[config.mk]
export PLATFORM = sky130hd
export DESIGN_NAME = tape_pulse_capture_flat
export DESIGN_NICKNAME = d
export VERILOG_FILES = /design/src/rtl/tape_pkg.sv /design/src/rtl/tape_pulse_capture_if.sv /design/src/rtl/tape_period_fifo.sv /design/src/rtl/tape_pulse_capture.sv /design/src/flat_wrapper.sv
export SDC_FILE = /design/constraint.sdc
export NUM_CORES = 1
export LEC_CHECK = 0
export CAP_MARGIN = 40
export CORE_ASPECT_RATIO = 1.75
export CORE_UTILIZATION = 55
export DETAILED_ROUTE_END_ITERATION = 8
export GPL_TIMING_DRIVEN = 1
export PLACE_DENSITY = 0.75
export SLEW_MARGIN = 30
export SYNTH_ARGS = -nofsm -noshare
export SYNTH_HDL_FRONTEND = slang
export SYNTH_HIERARCHICAL = 1
export SYNTH_SLANG_ARGS = --single-unit
[constraint.sdc]
create_clock -name clk -period 6.3 [get_ports clk]
set_input_delay 1.26 -clock clk [delete_from_list [all_inputs] [get_ports clk]]
set_output_delay 1.26 -clock clk [all_outputs]
set_load 0.02 [all_outputs]
[src/rtl/tape_pkg.sv]
// rtl/tape_pkg.sv - shared widths, limits and capture state type for the tape blocks
package tape_pkg;
    localparam int TIME_W     = 24;
    localparam logic [TIME_W-1:0] TIME_MAX = '1;
    localparam int MIN_PERIOD = 8;
    localparam int DEPTH      = 16;

    typedef enum logic {
        IDLE,
        ARMED
    } cap_state_e;
endpackage

[src/rtl/tape_pulse_capture_if.sv]
// rtl/tape_pulse_capture_if.sv - period queue valid/ready handshake
interface tape_pulse_capture_if #(
    parameter int W = tape_pkg::TIME_W
);
    logic [W-1:0] period_data;
    logic         period_valid;
    logic         period_ready;

    modport master (
        output period_data,
        output period_valid,
        input  period_ready
    );

    modport slave (
        input  period_data,
        input  period_valid,
        output period_ready
    );
endinterface

[src/rtl/tape_period_fifo.sv]
// rtl/tape_period_fifo.sv - first-word-fall-through period queue with level/full/empty
module tape_period_fifo #(
    parameter int  W     = 24,
    parameter int  DEPTH = 16,
    localparam int AW    = $clog2(DEPTH)
) (
    input  logic          clk,
    input  logic          reset_n,
    input  logic          wr_en,
    input  logic [W-1:0]  wr_data,
    input  logic          rd_en,
    output logic [W-1:0]  rd_data,
    output logic [AW:0]   level,
    output logic          full,
    output logic          empty
);
    import tape_pkg::*;

    logic [W-1:0]  mem_q [DEPTH];
    logic [AW-1:0] wr_ptr_q, wr_ptr_d;
    logic [AW-1:0] rd_ptr_q, rd_ptr_d;
    logic [AW:0]   level_q, level_d;
    logic          do_wr, do_rd;

    assign empty = (level_q == '0);
    assign full  = (level_q == (AW+1)'(DEPTH));
    assign level = level_q;
    // A pop frees the slot the same cycle, so a full queue still accepts a write alongside it
    assign do_rd = rd_en && !empty;
    assign do_wr = wr_en && (!full || do_rd);
    assign rd_data = empty ? '0 : mem_q[rd_ptr_q];

    always_comb begin
        wr_ptr_d = wr_ptr_q;
        rd_ptr_d = rd_ptr_q;
        level_d  = level_q;
        if (do_wr) wr_ptr_d = wr_ptr_q + AW'(1);
        if (do_rd) rd_ptr_d = rd_ptr_q + AW'(1);
        case ({do_wr, do_rd})
            2'b10:   level_d = level_q + (AW+1)'(1);
            2'b01:   level_d = level_q - (AW+1)'(1);
            default: level_d = level_q;
        endcase
    end

    always_ff @(posedge clk or negedge reset_n) begin
        if (!reset_n) begin
            wr_ptr_q <= '0;
            rd_ptr_q <= '0;
            level_q  <= '0;
        end else begin
            wr_ptr_q <= wr_ptr_d;
            rd_ptr_q <= rd_ptr_d;
            level_q  <= level_d;
        end
    end

    always_ff @(posedge clk) begin
        if (do_wr) mem_q[wr_ptr_q] <= wr_data;
    end
endmodule

[src/rtl/tape_pulse_capture.sv]
// rtl/tape_pulse_capture.sv - times full cycles of the cassette write line and queues the periods
module tape_pulse_capture #(
    parameter int TIME_W     = tape_pkg::TIME_W,
    parameter int DEPTH      = tape_pkg::DEPTH,
    parameter int MIN_PERIOD = tape_pkg::MIN_PERIOD
) (
    input  logic                   clk,
    input  logic                   reset_n,
    input  logic                   enable,
    input  logic                   tape_in,
    input  logic                   clear_overflow,
    tape_pulse_capture_if.master   cap_if,
    output logic [$clog2(DEPTH):0] fifo_level,
    output logic                   overflow,
    output logic                   armed
);
    import tape_pkg::*;

    localparam logic [TIME_W-1:0] T_MAX = '1;
    localparam logic [TIME_W-1:0] T_MIN = TIME_W'(MIN_PERIOD);
    localparam logic [TIME_W-1:0] T_ONE = TIME_W'(1);

    logic              s1_q, s2_q, s3_q;
    logic              edge_det;
    cap_state_e        state_q, state_d;
    logic [TIME_W-1:0] cnt_q, cnt_d;
    logic [TIME_W-1:0] push_data_q, push_data_d;
    logic              push_q, push_d;
    logic              overflow_q, overflow_d;
    logic              fifo_full, fifo_empty, pop, drop;

    // Line idles high through reset so a pin already high is not mistaken for an edge
    always_ff @(posedge clk or negedge reset_n) begin
        if (!reset_n) begin
            s1_q <= 1'b1;
            s2_q <= 1'b1;
            s3_q <= 1'b1;
        end else begin
            s1_q <= tape_in;
            s2_q <= s1_q;
            s3_q <= s2_q;
        end
    end

    assign edge_det = s2_q && !s3_q;

    always_comb begin
        state_d     = state_q;
        cnt_d       = cnt_q;
        push_d      = 1'b0;
        push_data_d = push_data_q;
        if (!enable) begin
            state_d = IDLE;
            cnt_d   = '0;
        end else begin
            case (state_q)
                IDLE: begin
                    if (edge_det) begin
                        state_d = ARMED;
                        cnt_d   = T_ONE;
                    end
                end
                ARMED: begin
                    // Short pulses are glitches: the reference edge stays where it was
                    if (edge_det && cnt_q >= T_MIN) begin
                        push_d      = 1'b1;
                        push_data_d = cnt_q;
                        cnt_d       = T_ONE;
                    end else if (cnt_q == T_MAX) begin
                        push_d      = 1'b1;
                        push_data_d = T_MAX;
                        state_d     = IDLE;
                        cnt_d       = '0;
                    end else begin
                        cnt_d = cnt_q + T_ONE;
                    end
                end
                default: state_d = IDLE;
            endcase
        end
    end

    always_ff @(posedge clk or negedge reset_n) begin
        if (!reset_n) begin
            state_q     <= IDLE;
            cnt_q       <= '0;
            push_q      <= 1'b0;
            push_data_q <= '0;
            overflow_q  <= 1'b0;
        end else begin
            state_q     <= state_d;
            cnt_q       <= cnt_d;
            push_q      <= push_d;
            push_data_q <= push_data_d;
            overflow_q  <= overflow_d;
        end
    end

    assign pop  = cap_if.period_valid && cap_if.period_ready;
    assign drop = push_q && fifo_full && !pop;

    always_comb begin
        overflow_d = overflow_q || drop;
        if (clear_overflow) overflow_d = 1'b0;
    end

    tape_period_fifo #(
        .W     (TIME_W),
        .DEPTH (DEPTH)
    ) u_fifo (
        .clk     (clk),
        .reset_n (reset_n),
        .wr_en   (push_q),
        .wr_data (push_data_q),
        .rd_en   (cap_if.period_ready),
        .rd_data (cap_if.period_data),
        .level   (fifo_level),
        .full    (fifo_full),
        .empty   (fifo_empty)
    );

    assign cap_if.period_valid = !fifo_empty;
    assign overflow            = overflow_q;
    assign armed               = (state_q == ARMED);
endmodule

[src/flat_wrapper.sv]
// flat-port wrapper written by rule: the top's interface ports become plain ports
module tape_pulse_capture_flat import tape_pkg::*;
#(
    parameter int TIME_W     = tape_pkg::TIME_W,
    parameter int DEPTH      = tape_pkg::DEPTH,
    parameter int MIN_PERIOD = tape_pkg::MIN_PERIOD
)
  (clk, reset_n, enable, tape_in, clear_overflow, fifo_level, overflow, armed, cap_if_period_data, cap_if_period_valid, cap_if_period_ready);
  tape_pulse_capture_if #(.W(24)) cap_if_i ();
  input  logic clk;
  input  logic reset_n;
  input  logic enable;
  input  logic tape_in;
  input  logic clear_overflow;
  output logic [$clog2(DEPTH):0] fifo_level;
  output logic overflow;
  output logic armed;
  output wire logic [$bits(cap_if_i.period_data)-1:0] cap_if_period_data;
  output wire logic [$bits(cap_if_i.period_valid)-1:0] cap_if_period_valid;
  input wire logic [$bits(cap_if_i.period_ready)-1:0] cap_if_period_ready;
  assign cap_if_period_data = cap_if_i.period_data;
  assign cap_if_period_valid = cap_if_i.period_valid;
  assign cap_if_i.period_ready = cap_if_period_ready;
  tape_pulse_capture #(.TIME_W(TIME_W), .DEPTH(DEPTH), .MIN_PERIOD(MIN_PERIOD)) u_core (.clk(clk), .reset_n(reset_n), .enable(enable), .tape_in(tape_in), .clear_overflow(clear_overflow), .cap_if(cap_if_i), .fifo_level(fifo_level), .overflow(overflow), .armed(armed));
endmodule
==> flow_summary.json, run 1 <==
{
  "grt_pass1_wl_um": 56400,
  "dp_cells": 1354,
  "via_count": 9130,
  "status": "finished clean",
  "gp_congestion": 0.810,
  "worst_hold_path.num_cells": 0,
  "ys_ff_latch": 451,
  "numCtsBuffers": 38,
  "worstSetupPathType": "register to output pin",
  "yosysTopAreaCell": "edfxtp_1",
  "fin_crit_sh": 0.742,
  "endpoint_kind": "output pin",
  "antenna_found_initial": 0,
  "insertion_delay_ps": 540,
  "tns_ps": 0,
  "root_buffer": "clkbuf_16",
  "route.detailed.drc": 0,
  "max-slew-margin-rel": 0.441,
  "finalWirelength_um": 37000,
  "worst_pin_slew_ps": 833,
  "cellPowerDensity_nw_per_um2": 339,
  "period_needed_ps": 4670,
  "synthArstFlopShare": 0.149,
  "synthXorXnorAreaFrac": 0.0105,
  "dr.pass1.iters": 5,
  "vias_per_cell": 6.41,
  "cts_tree": "built",
  "final_layout_size_suffix_gt1_frac": 0.208,
  "hold-worst-slack_ps": 360,
  "syn_nets": 953,
  "synth_mux_area_frac": 0.156,
  "grtUsageTotal": 0.228,
  "cts_hold_buf": 0,
  "cp_max_fo": 34,
  "synth_top_area_frac": 0.630,
  "fin_worst_skew_ps": 18.1,
  "ys_top_cells_by_area": "edfxtp_1 63%, dfrtp_1 8.7%, mux4_2 8.2%",
  "drt_iter0_drc": 678,
  "multi_input_area_um2": 4660,
  "r2r-start": "u_core/cnt_q[0]",
  "seq_area_um2": 13200,
  "grt_max_degree": 52,
  "io_pins": 38,
  "hp-class": "register to register",
  "yosysWarnings": 6,
  "dieArea_um2": 34000,
  "worst_hold_startpoint": "u_core/s1_q",
  "htree_levels": 2,
  "ys_seq_area_frac": 0.722,
  "final_core_util": 0.624,
  "final_cells": 1424,
  "fp.dieW_um": 140,
  "die_h_um": 243,
  "yosysMostFrequentCell": "edfxtp_1",
  "min_to": "u_core/s2_q",
  "grt_pass1_vias": 9414,
  "rsz0062_at_grt": "no",
  "netlist_top_cells_count": "384 x edfxtp_1, 67 x mux4_2, 64 x dfrtp_1",
  "cts.repair.resized": 0,
  "drv_cap": 0,
  "portBuffers": 37,
  "worst_ep_arrival_time_ps": 3410,
  "start_util": 0.558,
  "synth_top_family_by_area": "multiplexers",
  "coreArea_um2": 32800,
  "fillers": 2211,
  "synth_area_um2": 18300,
  "critPathRequiredTime_ps": 5040,
  "finalMaxSlewViolations": 0,
  "cts.reportedPaths.clkPinSlew_ps": 70,
  "r2r-end": "u_core/cnt_q[19]",
  "layout_setup_ws_ps": 1630,
  "yosys.area_share.simple": 0.0360,
  "netlist_instances": 936,
  "diodes": 0,
  "fmax_mhz": 214,
  "ys.flop_type": "edfxtp_1",
  "grt_overflow": 0,
  "dp_hpwl_um": 20900,
  "yosys.area_share.adder": 0.00793,
  "final_hold_viol_count": 0,
  "syn_area_per_cell_um2": 19.6,
  "rows": 88,
  "nNetsFinal": 1009,
  "cts_setup_buffers": 0,
  "pre_cts_ws_ps": 2120,
  "wl_per_cell_um": 26.0,
  "ff2ff_setup_slack_ps": 3560,
  "ff2ff_path_depth": 6,
  "ctsLongestPathBuffers": 3,
  "p_leak_nw": 5.80,
  "synth_compound_area_frac": 0.0420,
  "cts_sinks": 451,
  "cp-start-kind": "register",
  "setup_viol": 0,
  "ant_nets": 0,
  "peakVddDrop_uv": 211,
  "syn_to_final_growth_pct": 11.8,
  "synth_edf_count": 384,
  "post_synth_num_cell_types": 61
}
## area by class of cell
class | instances | area share
flip-flops and latches | 451 | 0.646
clock inverters | 19 | 0.0128
well taps | 405 | 0.0248
clock buffers | 48 | 0.0514
multi-input cells | 414 | 0.228
repair buffers | 69 | 0.0333
inverters | 18 | 0.00330
## stage by stage
| step | area [um^2] | total power, mW |
|---|---|---|
| 2_1_floorplan | 18300 | 4.28 |
| 3_3_place_gp | 19000 | 4.51 |
| 3_5_place_dp | 19100 | 4.56 |
| 4_1_cts | 20400 | 7.00 |
| 5_1_grt | 20500 | 7.16 |
| 6_report | 20500 | 6.94 |
## worst max path at each step
| stage | startpoint | endpoint | slack, ps | depth (start not counted) |
|---|---|---|---|---|
| floorplan | cap_if_period_ready | u_core/u_fifo/mem_q[0][0] | 2030 | 3 |
| global placement | u_core/u_fifo/rd_ptr_q[1] | cap_if_period_data[9] | 2130 | 5 |
| detailed placement | u_core/u_fifo/rd_ptr_q[1] | cap_if_period_data[9] | 2120 | 5 |
| CTS | u_core/u_fifo/rd_ptr_q[1] | cap_if_period_data[3] | 1550 | 5 |
| global route | u_core/u_fifo/rd_ptr_q[1] | cap_if_period_data[3] | 1470 | 5 |
| finish | u_core/u_fifo/rd_ptr_q[1] | cap_if_period_data[3] | 1630 | 5 |
## cell usage in the layout, fill, tap and decap left out, types with 16 or more instances in the layout
master | synthesis | final
inv_1 | 17 | 17
a21oi_1 | 27 | 27
clkdlybuf4s50_1 | 0 | 36
o21ai_1 | 20 | 20
mux4_1 | 29 | 29
nand2_1 | 16 | 16
clkbuf_16 | 0 | 41
mux4_2 | 67 | 67
nand3_1 | 22 | 22
nor2_1 | 24 | 20
buf_4 | 12 | 24
dfrtp_1 | 64 | 60
edfxtp_1 | 384 | 384
mux2_2 | 25 | 25
mux2i_1 | 27 | 27
o22a_1 | 24 | 24
## where the power goes
part	leakage, nW	total, mW	internal (mW)	switching [mW]
clock network	0.632	2.48	1.44	1.04
registers	3.53	3.43	3.23	0.199
logic	1.63	1.03	0.521	0.509
total	5.80	6.94	5.19	1.75
## per-layer routing
| metal | part of all wire | track usage | routed length (um) |
|---|---|---|---|
| met5 | 0 | 0 | 0 |
| met4 | 0.034 | 0.0882 | 1240 |
| met3 | 0.046 | 0.0259 | 1690 |
| met2 | 0.55 | 0.416 | 20400 |
| met1 | 0.37 | 0.275 | 13800 |
## cell families (layout without fill, tap and decap cells)
logic type / after synthesis / count (layout)
buffers and inverters: 71 / 154
AND/OR/NAND/NOR: 120 / 120
adder cells (fa/ha/maj): 11 / 11
multiplexers: 150 / 150
flip-flops: 451 / 451
AO/OA/AOI/OAI: 111 / 111
XOR/XNOR: 22 / 22
## critical path, stage by stage (launching register included)
cell and delay (ps):
dfrtp_4 850, buf_4 490, mux4_2 580, mux2i_1 170, a21oi_1 150, clkdlybuf4s50_1 590
## flip-flops by register name (all words and copies together) (netlist names)
| register | count |
|---|---|
| u_core/armed | 1 |
| u_core/cnt_q | 24 |
| u_core/overflow | 1 |
| u_core/push_data_q | 24 |
| u_core/push_q | 1 |
| u_core/s1_q | 1 |
| u_core/s2_q | 1 |
| u_core/s3_q | 1 |
| u_core/u_fifo/level | 5 |
| u_core/u_fifo/mem_q | 384 |
| u_core/u_fifo/rd_ptr_q | 4 |
| u_core/u_fifo/wr_ptr_q | 4 |
Power figures use the tool's default switching activity.
==> inputs of run 2 (changes only) <==
==> constraint.sdc (replaced) <==
create_clock -name clk -period 4.5 [get_ports clk]
set_input_delay 0.9 -clock clk [delete_from_list [all_inputs] [get_ports clk]]
set_output_delay 0.9 -clock clk [all_outputs]
set_load 0.02 [all_outputs]
==> run 2 against run 1 <==
Routed wire length fell by 0.52%. Final cell count rose by 0.42%. Largest cell class unchanged. Critical endpoint is now cap_if_period_data[7]. Die area did not move. Combinational power rose by 48%. Clock skew rose by 6.4 ps. Sequential share of layout area rose by 0.13 points. First-iteration DRC count rose by 9.3%. Global-route usage barely moved. Count of clock-buffer cells in the layout rose by 9. Critical path depth rose by 1. Hold slack got worse by 91 ps. Register-to-register slack got worse by 1900 ps.
==> flow_summary.json, run 2 (synthesis results as in run 1) <==
{
  "p_int_mw": 7.21,
  "cts_tree": "built",
  "cts_hold_buf": 0,
  "tns_ps": 0,
  "layout_setup_ws_ps": 425,
  "ctsLongestPathBuffers": 3,
  "grtUsageTotal": 0.227,
  "sw_frac_of_total": 0.250,
  "p_clk_frac": 0.346,
  "ff2ff_setup_slack_ps": 1690,
  "p_leak_nw": 5.79,
  "setup_viol": 0,
  "cellPowerDensity_nw_per_um2": 471,
  "rsz0062_at_grt": "no",
  "rows": 88,
  "cts.repair.resized": 0,
  "most-common-layout-cells": "384 x edfxtp_1, 67 x mux4_2, 60 x dfrtp_1",
  "grt_max_degree": 44,
  "worst_pin_slew_ps": 781,
  "largest_register": "u_core/u_fifo/mem_q",
  "worst_ep_arrival_time_ps": 3180,
  "final_common_cell": "edfxtp_1",
  "largest_reg_flops": 384,
  "antenna_found_initial": 0,
  "drt_iter0_drc": 741,
  "design_area_um2": 20400,
  "nNetsFinal": 1013,
  "cts.reportedPaths.clkPinSlew_ps": 60,
  "htree_levels": 2,
  "dr.pass1.iters": 5,
  "finalMaxSlewViolations": 0,
  "power_frac_seq": 0.496,
  "status": "finished clean",
  "grt_pass1_wl_um": 56800,
  "diodes": 0,
  "fillers": 2219,
  "fin_crit_sh": 0.906,
  "cp-start-kind": "register",
  "gp_congestion": 0.779,
  "final_layout_size_suffix_gt1_frac": 0.207,
  "ant_nets": 0,
  "cts_setup_buffers": 0,
  "dieArea_um2": 34000,
  "start_util": 0.558,
  "route.detailed.drc": 0,
  "placed_area_um2": 19100,
  "hp-class": "input pin to async pin",
  "portBuffers": 37,
  "endpoint_kind": "output pin",
  "cts_sinks": 451,
  "vias_per_cell": 6.32,
  "grt_overflow": 0,
  "die_h_um": 243,
  "cp_max_fo": 31,
  "fin_worst_skew_ps": 24.5,
  "grt_pass1_vias": 9415,
  "coreArea_um2": 32800,
  "finalWirelength_um": 36800,
  "syn_to_final_growth_pct": 11.5,
  "reg_top3": "u_core/u_fifo/mem_q: 384 flops, u_core/cnt_q: 24 flops, u_core/push_data_q: 24 flops",
  "numCtsBuffers": 38,
  "worstSetupPathType": "register to output pin",
  "insertion_delay_ps": 550,
  "wl_per_cell_um": 25.8,
  "critPathRequiredTime_ps": 3600,
  "peakVddDrop_uv": 292,
  "dp_hpwl_um": 21100,
  "fmax_mhz": 245,
  "final_core_util": 0.622,
  "fp.dieW_um": 140,
  "dp_cells": 1359,
  "io_pins": 38,
  "via_count": 9039,
  "final_hold_viol_count": 0,
  "final_cells": 1430,
  "period_needed_ps": 4080,
  "max-slew-margin-rel": 0.476,
  "root_buffer": "clkbuf_16",
  "drv_cap": 0,
  "p_sw_mw": 2.40,
  "pre_cts_ws_ps": 919,
  "pwr-share-comb": 0.158
}
[run 2: stage by stage]
| stage | total power, mW | hold slack [ps] |
|---|---|---|
| after floorplan | 6.00 | 345 |
| after global placement | 6.39 | 348 |
| after detailed placement | 6.40 | 352 |
| final | 9.61 | 269 |
| after CTS | 9.70 | 361 |
| after global routing | 9.95 | 270 |
[run 2: power by group through the flow]
stage | Sequential (mW) | Clock, mW | Combinational, mW
after floorplan | 4.68 | 0 | 1.32
after global placement | 4.86 | 0 | 1.53
after detailed placement | 4.86 | 0 | 1.54
after CTS | 4.77 | 3.39 | 1.55
after global routing | 4.78 | 3.53 | 1.63
final | 4.76 | 3.33 | 1.52
[run 2: final timing paths]
kind	from	endpoint	depth (start not counted)
max in group asynchronous	reset_n	u_core/cnt_q[18]	3
worst min register to register	u_core/s1_q	u_core/s2_q	0
worst max register to register	u_core/u_fifo/level[1]	u_core/u_fifo/level[4]	10
worst min-delay path	reset_n	u_core/u_fifo/rd_ptr_q[2]	1
worst max-delay path	u_core/u_fifo/rd_ptr_q[1]	cap_if_period_data[7]	6
min in group clk	u_core/s1_q	u_core/s2_q	0
[run 2: metal layers]
metal,vias to the layer above,routed length (um),GRT usage
li1,3943,-,-
met1,4731,14200,0.288
met2,292,19800,0.404
met3,73,1720,0.0250
met4,0,1120,0.0856
met5,-,0,0
[run 2: cell type report]
cell class,count,area (um^2),share of cell area
sequential,451,13200,0.648
timing repair buffer,73,707,0.0346
multi-input combinational,414,4650,0.228
clock inverter,12,194,0.00950
inverter,18,67.6,0.00331
tap,405,507,0.0248
clock buffer,57,1060,0.0521
[run 2: worst max-delay path, stage by stage (launching register included)]
cell and delay, ps:
dfrtp_4 790, buf_12 260, mux4_2 510, mux2_2 270
o21ai_0 140, a21oi_1 80, clkdlybuf4s50_1 560
==> inputs of run 3 (changes only) <==
--- a/config.mk
+++ b/config.mk
@@ -10,6 +10,7 @@
 export CORE_UTILIZATION = 55
 export DETAILED_ROUTE_END_ITERATION = 8
 export GPL_TIMING_DRIVEN = 1
+export MAX_ROUTING_LAYER = met4
 export PLACE_DENSITY = 0.75
 export SLEW_MARGIN = 30
 export SYNTH_ARGS = -nofsm -noshare
==> run 3 against run 2 <==
Sequential share of layout area hardly changed. Flip-flop and latch count did not move. Largest cell class unchanged. Critical path depth did not move. Sequential power about the same. Maximum frequency is 0.12% lower. Final cell count unchanged. Via count is 0.43% higher. Critical path type unchanged. Clock skew is 1.8 ps lower. Total power barely moved. Count of clock-buffer cells in the layout did not move. Hold slack got worse by 56 ps. Clock power about the same.
==> flow_summary.json, run 3 (synthesis results as in run 1) <==
{
  "dieArea_um2": 34000,
  "numCtsBuffers": 38,
  "final_common_cell": "edfxtp_1",
  "diodes": 0,
  "final_cells": 1430,
  "dp_cells": 1359,
  "wl_per_cell_um": 25.8,
  "nNetsFinal": 1013,
  "total_power_mw": 9.62,
  "die_h_um": 243,
  "fillers": 2222,
  "largest_register": "u_core/u_fifo/mem_q",
  "via_count": 9078,
  "finalMaxSlewViolations": 0,
  "drt_iter0_drc": 700,
  "seq_area_um2": 13200,
  "ff2ff_setup_slack_ps": 1720,
  "coreArea_um2": 32800,
  "drv_cap": 0,
  "worstSetupPathType": "register to output pin",
  "ant_nets": 0,
  "start_util": 0.558,
  "htree_levels": 2,
  "multi_input_area_um2": 4650,
  "largest_reg_flops": 384,
  "insertion_delay_ps": 540,
  "gp_congestion": 0.790,
  "syn_to_final_growth_pct": 11.5,
  "cts.reportedPaths.clkPinSlew_ps": 70,
  "route.detailed.drc": 0,
  "peakVddDrop_uv": 294,
  "grt_pass1_wl_um": 56800,
  "grt_pass1_vias": 9383,
  "critPathRequiredTime_ps": 3600,
  "worst_pin_slew_ps": 783,
  "grt_max_degree": 44,
  "cp_cell_sequence": "buf_12, mux4_2, mux2_2, o21ai_0, a21oi_1, clkdlybuf4s50_1",
  "crit_start": "u_core/u_fifo/rd_ptr_q[1]",
  "fin_worst_skew_ps": 22.7,
  "worst_ep_arrival_time_ps": 3180,
  "final_hold_viol_count": 0,
  "cp-start-kind": "register",
  "vias_per_cell": 6.35,
  "fp.dieW_um": 140,
  "finalWirelength_um": 36800,
  "grtUsageTotal": 0.234,
  "cts_hold_buf": 0,
  "critical_path.max_stage_delay_ps": 790,
  "io_pins": 38,
  "portBuffers": 37,
  "most-common-layout-cells": "384 x edfxtp_1, 67 x mux4_2, 60 x dfrtp_1",
  "setup_viol": 0,
  "rsz0062_at_grt": "no",
  "period_needed_ps": 4080,
  "ctsLongestPathBuffers": 3,
  "max-slew-margin-rel": 0.475,
  "endpoint": "cap_if_period_data[7]",
  "dr.pass1.iters": 5,
  "final_layout_size_suffix_gt1_frac": 0.207,
  "cts_setup_buffers": 0,
  "cellPowerDensity_nw_per_um2": 471,
  "crit_slowest_cell": "dfrtp_4",
  "cts_sinks": 451,
  "antenna_found_initial": 0,
  "rows": 88,
  "fin_crit_sh": 0.907,
  "r2r-end": "u_core/u_fifo/level[4]",
  "reg_top3": "u_core/u_fifo/mem_q: 384 flops, u_core/cnt_q: 24 flops, u_core/push_data_q: 24 flops",
  "cp_max_fo": 31,
  "root_buffer": "clkbuf_16",
  "tns_ps": 0,
  "cts_tree": "built",
  "p_leak_nw": 5.78,
  "hp-class": "input pin to async pin",
  "r2r-start": "u_core/u_fifo/level[1]",
  "dp_hpwl_um": 21100,
  "cts.repair.resized": 0,
  "ff2ff_path_depth": 10,
  "fmax_mhz": 245,
  "endpoint_kind": "output pin",
  "grt_overflow": 0,
  "hold-worst-slack_ps": 213,
  "status": "finished clean"
}
==> run 3: cell types whose count changed in the layout (fill, tap and decap cells not counted) <==
cell | before | now
buf_16 | 1 | 0
buf_12 | 4 | 5
==> run 3: critical path, delay by kind of cell (launching register included) <==
| kind | cells | cell delay (ps) |
|---|---|---|
| buf+inv | 2 | 820 |
| flops | 1 | 790 |
| compound gates | 2 | 220 |
| mux | 2 | 780 |
==> run 3: final cells by class <==
type | instances | share of cell area
Sequential cell | 451 | 0.648
Tap cell | 405 | 0.0248
Timing Repair Buffer | 73 | 0.0343
Clock buffer | 57 | 0.0521
Inverter | 18 | 0.00331
Multi-Input combinational cell | 414 | 0.228
Clock inverter | 12 | 0.00950
==> run 3: worst min-delay path by stage <==
stage	from	end	slack [ps]	cells past startpoint
after floorplan	u_core/s1_q	u_core/s2_q	350	0
after global placement	u_core/s1_q	u_core/s2_q	350	0
after CTS	u_core/s1_q	u_core/s2_q	360	0
after global routing	reset_n	u_core/u_fifo/rd_ptr_q[2]	200	1
after detailed placement	u_core/s1_q	u_core/s2_q	350	0
final	reset_n	u_core/u_fifo/rd_ptr_q[2]	210	1
==> run 3: through the flow <==
step                utilization  worst slack, ps  area, um^2
floorplan                     -              593       18300
global placement          0.582              925       19100
detailed placement        0.583              919       19100
CTS                       0.621              355       20400
global route              0.622              259       20400
finish                    0.622              420       20400
==> run 3: power by group <==
group | switching (mW) | internal [mW] | total [mW]
sequential | 0.235 | 4.53 | 4.77
clock | 1.40 | 1.93 | 3.33
combinational | 0.773 | 0.750 | 1.52
==> run 3: routing by layer <==
metal	global-route usage	wire length, um	up-vias
met5	-	0	-
met4	0.0856	1190	0
met3	0.0246	1470	81
met2	0.403	19800	269
met1	0.289	14300	4782
li1	-	-	3946
